$ cat config.mk
export PLATFORM = sky130hd
export DESIGN_NAME = cp0_exc_ctrl
export DESIGN_NICKNAME = d
export VERILOG_FILES = /design/src/rtl/cp0_exc_ctrl.sv
export SDC_FILE = /design/constraint.sdc
export NUM_CORES = 1
export LEC_CHECK = 0
export ABC_CLOCK_PERIOD_IN_PS = 2050
export BUFFER_PORTS_ARGS = -buffer_cell sky130_fd_sc_hd__buf_2
export CAP_MARGIN = 20
export CORE_UTILIZATION = 38
export DETAILED_ROUTE_END_ITERATION = 7
export PLACE_DENSITY = 0.78
export SLEW_MARGIN = 5
export SYNTH_ARGS = -nofsm -noshare
export SYNTH_HDL_FRONTEND = slang
export SYNTH_SLANG_ARGS = --single-unit
export TNS_END_PERCENT = 50
$ cat constraint.sdc
create_clock -name clk -period 2.05 [get_ports clk]
set_input_delay 0.1025 -clock clk [delete_from_list [all_inputs] [get_ports clk]]
set_output_delay 0.1025 -clock clk [all_outputs]
set_load 0.01 [all_outputs]
$ cat src/rtl/cp0_exc_ctrl.sv
// cp0_exc_ctrl: exception/interrupt/eret sequencer and CP0 write-port arbiter.
// Ports: MEM-stage exc/eret/mtc0 requests in; CP0 write port, kill/stall/flush/new_pc out.
module cp0_exc_ctrl #(
  parameter logic [31:0] EXC_VECTOR  = 32'hBFC00380,
  parameter logic [4:0]  ADDR_STATUS = 5'd12,
  parameter logic [4:0]  ADDR_CAUSE  = 5'd13,
  parameter logic [4:0]  ADDR_EPC    = 5'd14
) (
  input  logic        clk,
  input  logic        rst,
  input  logic        inst_valid_i,
  input  logic        exc_req_i,
  input  logic [4:0]  exc_code_i,
  input  logic        eret_i,
  input  logic [31:0] pc_i,
  input  logic        in_delay_slot_i,
  input  logic [31:0] status_i,
  input  logic [31:0] cause_i,
  input  logic [31:0] epc_i,
  input  logic        mtc0_we_i,
  input  logic [4:0]  mtc0_addr_i,
  input  logic [31:0] mtc0_data_i,
  output logic        mtc0_ready_o,
  output logic        cp0_we_o,
  output logic [4:0]  cp0_waddr_o,
  output logic [31:0] cp0_data_o,
  output logic        kill_o,
  output logic        stall_o,
  output logic        flush_o,
  output logic [31:0] new_pc_o
);

  typedef enum logic [2:0] {
    IDLE,
    S_EPC,
    S_CAUSE,
    S_STATUS,
    S_ERET,
    S_REDIR
  } state_e;

  state_e      state_q, state_d;
  logic [31:0] pc_q, pc_d;
  logic [4:0]  code_q, code_d;
  logic        bd_q, bd_d;
  logic [31:0] tgt_q, tgt_d;

  logic int_p;
  logic exc_acc;
  logic eret_acc;

  assign int_p = status_i[0] & ~status_i[1]
               & (|(cause_i[15:8] & status_i[15:8]))
               & inst_valid_i;
  assign exc_acc  = int_p | (exc_req_i & inst_valid_i);
  assign eret_acc = eret_i & inst_valid_i & ~exc_acc;

  always_comb begin
    state_d      = state_q;
    pc_d         = pc_q;
    code_d       = code_q;
    bd_d         = bd_q;
    tgt_d        = tgt_q;
    mtc0_ready_o = 1'b0;
    cp0_we_o     = 1'b0;
    cp0_waddr_o  = 5'd0;
    cp0_data_o   = 32'd0;
    kill_o       = 1'b0;
    stall_o      = 1'b0;
    flush_o      = 1'b0;
    new_pc_o     = 32'd0;
    unique case (state_q)
      IDLE: begin
        if (exc_acc) begin
          kill_o  = 1'b1;
          stall_o = 1'b1;
          code_d  = int_p ? 5'd0 : exc_code_i;
          bd_d    = in_delay_slot_i;
          pc_d    = in_delay_slot_i ? pc_i - 32'd4 : pc_i;
          tgt_d   = EXC_VECTOR;
          state_d = S_EPC;
        end else if (eret_acc) begin
          stall_o = 1'b1;
          tgt_d   = epc_i;
          state_d = S_ERET;
        end else if (mtc0_we_i) begin
          // Zero-latency passthrough; addr/data gated so idle is all-zero.
          mtc0_ready_o = 1'b1;
          cp0_we_o     = 1'b1;
          cp0_waddr_o  = mtc0_addr_i;
          cp0_data_o   = mtc0_data_i;
        end
      end
      S_EPC: begin
        cp0_we_o    = 1'b1;
        cp0_waddr_o = ADDR_EPC;
        cp0_data_o  = pc_q;
        stall_o     = 1'b1;
        state_d     = S_CAUSE;
      end
      S_CAUSE: begin
        // Live cause: keep IP and other bits, replace BD and ExcCode.
        cp0_we_o    = 1'b1;
        cp0_waddr_o = ADDR_CAUSE;
        cp0_data_o  = {bd_q, cause_i[30:7], code_q, cause_i[1:0]};
        stall_o     = 1'b1;
        state_d     = S_STATUS;
      end
      S_STATUS: begin
        cp0_we_o    = 1'b1;
        cp0_waddr_o = ADDR_STATUS;
        cp0_data_o  = status_i | 32'h2;
        stall_o     = 1'b1;
        state_d     = S_REDIR;
      end
      S_ERET: begin
        cp0_we_o    = 1'b1;
        cp0_waddr_o = ADDR_STATUS;
        cp0_data_o  = status_i & ~32'h2;
        stall_o     = 1'b1;
        state_d     = S_REDIR;
      end
      S_REDIR: begin
        flush_o  = 1'b1;
        new_pc_o = tgt_q;
        state_d  = IDLE;
      end
      default: state_d = IDLE;
    endcase
  end

  always_ff @(posedge clk) begin
    if (!rst) begin
      state_q <= IDLE;
      pc_q    <= 32'd0;
      code_q  <= 5'd0;
      bd_q    <= 1'b0;
      tgt_q   <= 32'd0;
    end else begin
      state_q <= state_d;
      pc_q    <= pc_d;
      code_q  <= code_d;
      bd_q    <= bd_d;
      tgt_q   <= tgt_d;
    end
  end

endmodule

==> results.md <==
| Result | Reported | Unit |
|---|---|---|
| Die width | 111.3 | µm |
| Slew at the pin closest to its max-slew limit | 0.6726 | ns |
| Total iterations of the first detailed-routing run | 7 | - |
| Dominant register cell in the synthesized netlist | dfxtp_1 | - |
| Netlist area before placement | 4542 | µm² |
| Startpoint type of the worst setup path | flip-flop | - |
| Number of sinks on the clock net | 73 | - |
| WL per Instance | 18.27 | µm |
| DRT Wirelength | 17,020 | µm |
| Max Clk Rate | 488.9 | MHz |
| Inserted Clock Buffers | 9 | - |
| Number of nets still failing antenna checks after routing | 0 | - |
| Sw Share | 35.33 | % |
| Clock network fraction of design power | 25.3 | % |
| Result of the run | complete, but fails checks | - |
| Via count of the routed design | 5,180 | - |
| Vias in the first global route | 4,742 | - |
| Setup total negative slack | 0 | ns |
| DIE HEIGHT | 111.3 | µm |
| Total of buffers placed on input and output ports | 244 | - |
| Synthesized net count | 704 | - |
| Count of endpoints failing hold in the final timing report | 0 | - |
| NetSw | 2097 | µW |
| Clock Latency Late Sink | 0.33 | ns |
| Syn Inst Count | 526 | - |
| EDFF count, synth | 0 | - |
| Initial cell density of the core | 39.44 | % |
| HPWL after detailed placement | 11,830 | µm |
| Hold Slack | 0.01308 | ns |
| Required time worst endpoint | 1.95 | ns |
| Internal Pwr Total | 3839 | µW |
| Final Slew Violations | 0 | - |
| Setup Crit Path Kind | flip-flop to output pin | - |
| Area share of the largest cell type after synthesis | 32.18 | % |
| Buffer type at the clock tree root | clkbuf_16 | - |
| Register bit total from synthesis | 73 | - |
| Worst clock skew | 0.009772 | ns |
| Longest Clk Path Bufs | 2 | - |
| Proportion of power drawn by combinational gates | 44.7 | % |
| Post-route DRC violation count | 39 | - |
| Post-synth ARST share | 0 | % |
| Global router's overall resource usage | 25.53 | % |
| Area of the placeable core | 11,520 | µm² |
| Largest net degree at the start of global routing | 50 | - |
| Arrival time worst endpoint | 1.94 | ns |
| Relative slew margins | 54.96 | % |
| Area growth from synthesis to final layout | 49.45 | % |
| Filler Cells Inserted | 1,030 | - |
| Number of violations of the max-capacitance limit | 0 | - |
| Post-detailed-route via-to-cell ratio | 5.558 | - |
| Number of H-tree levels | 3 | - |
| I/O pin cnt | 251 | - |
| Count of nets after finishing | 960 | - |
| Synth area leaders | dfxtp_1, mux2_2, a221o_1 | - |
| Die ar. | 12,390 | µm² |
| Yosys warning total | 0 | - |
| Clock slew at the register clock pins of the worst setup and hold paths | 0.06 | ns |
| Number of distinct standard cells referenced by the synthesized netlist | 47 | - |
| Largest voltage drop on the vdd net | 0.5164 | mV |
| Worst-path fanout max | 8 | - |
| Final weighted congestion in routability-driven placement | 0.8443 | - |
| Leakage power of the design | 0.003076 | µW |
| Violated checks | design-rule violations | - |
| Sequential element share of the synthesized area | 32.18 | % |
| Part of the cycle the worst path needs | 99.77 | % |
| Post-synthesis average cell area | 8.635 | µm² |
| Unrepaired setup endpoints after global routing | yes | - |
| Worst hold path class | primary input to flip-flop | - |
| CTS tree | yes | - |
| Count of standard-cell rows | 39 | - |
| Synth top cells by count | dfxtp_1, nor2_1, clkbuf_1 | - |
| Top cell type by total area after synthesis | dfxtp_1 | - |
| Critical path capture point type | output pin | - |
| Count leader, synth | dfxtp_1 | - |
| Overall power consumption | 5936 | µW |
| Share of layout cells above drive strength 1 | 47.01 | % |
| Number of setup violations in the final report | 0 | - |
| Power density over cell area | 874.6 | nW/µm² |
| Initial antenna violation count | 2 | - |
| Wire length of the first global-routing pass | 24,940 | µm |
| Flop pwr share | 30.0 | % |
| Time the final worst path needs with I/O delays and setup | 2.045 | ns |
| Leftover overflow at the end of global routing | 0 | - |
| First-iteration detailed-routing DRC count | 409 | - |
[registers in the layout (all words and copies together) (netlist names)]
name / flops
code_q: 5
bd_q: 1
state_q: 3
tgt_q: 32
pc_q: 32
[final cells by class]
type                    instances  area (µm²)  area share, %
diodes                          2       5.005        0.07373
clock buffers                  10       239.0          3.521
clock inverters                 6       48.80         0.7189
inverters                       3       11.26         0.1659
multi-input cells             403        3015          44.42
flip-flops and latches         73        1469          21.64
well taps                     143       178.9          2.636
repair buffers                292        1821          26.82
[worst paths after layout]
path / from / end / slack [ns] / cells past startpoint
worst min register to register: tgt_q[5] / tgt_q[5] / 0.47 / 1
worst max register to register: state_q[1] / tgt_q[10] / 0.21 / 9
worst min-delay path: epc_i[5] / tgt_q[5] / 0.01 / 2
worst max-delay path: state_q[1] / cp0_data_o[28] / 0.005 / 7
[cell usage in the layout, fill, tap and decap left out, drive strengths merged, types with 5 or more instances in the layout]
cell / instances
dlygate4sd3: 15
buf: 274
nor4: 11
a221o: 31
mux2: 31
and2: 34
o221a: 12
clkbuf: 13
xor2: 8
o21ai: 24
xnor2: 21
a211oi: 11
dfxtp: 73
a21oi: 34
nand3: 10
nand2b: 6
nand2: 12
inv: 5
nor2: 57
a22oi: 35
a22o: 20
nor3: 11
[power groups by stage]
| stage | Sequential (µW) | Combinational (µW) | Clock [µW] |
|---|---|---|---|
| after floorplan | 1720 | 1430 | 0 |
| after global placement | 1780 | 2200 | 0 |
| after detailed placement | 1780 | 2210 | 0 |
| after CTS | 1760 | 2370 | 1530 |
| after global routing | 1800 | 2850 | 1590 |
| final | 1780 | 2650 | 1500 |
[cells by family after synthesis]
logic type | count (synthesis) | synth area share (%)
AND/OR/NAND/NOR | 166 | 20.52
buffers and inverters | 51 | 4.435
multiplexers | 35 | 8.567
adder cells (fa/ha/maj) | 1 | 0.2754
XOR/XNOR | 29 | 5.592
flip-flops | 73 | 32.18
AO/OA/AOI/OAI | 171 | 28.43
[timing repair]
action | CTS | global route
buffers inserted | 2 | 4
resized for setup | 8 | 31
setup endpoints to repair | 64 | 31
pin swaps | 0 | 15
hold endpoints to repair | 15 | 0
cloned | 2 | 5
hold buffers | 15 | 0
[stage by stage]
step	std cells	instance area, µm²	utilization (%)	setup WS (ns)
6_report	932	6788	58.94	0.004616
5_1_grt	932	6788	58.94	-0.06222
4_1_cts	921	6514	56.56	-0.01469
3_5_place_dp	886	5968	51.83	0.07119
3_3_place_gp	886	5968	51.83	0.09351
2_1_floorplan	526	4542	-	0.2480
[layer usage]
metal  global-route usage [%]  routed length, µm  vias up
met4                    8.919                343        0
met2                    42.58               8055      226
met1                    32.71               7272     2418
met5                        0                  0        -
li1                         -                  -     2515
met3                    5.139               1353       21
[worst max-delay path, stage by stage, from the launching register on]
cell and delay [ns]:
dfxtp_4 0.42, buf_12 0.15, nor3_2 0.04, buf_4 0.15
and2_4 0.18, clkbuf_16 0.17, a221o_1 0.36, buf_2 0.15
No activity file was read; power rests on OpenSTA's default activity.
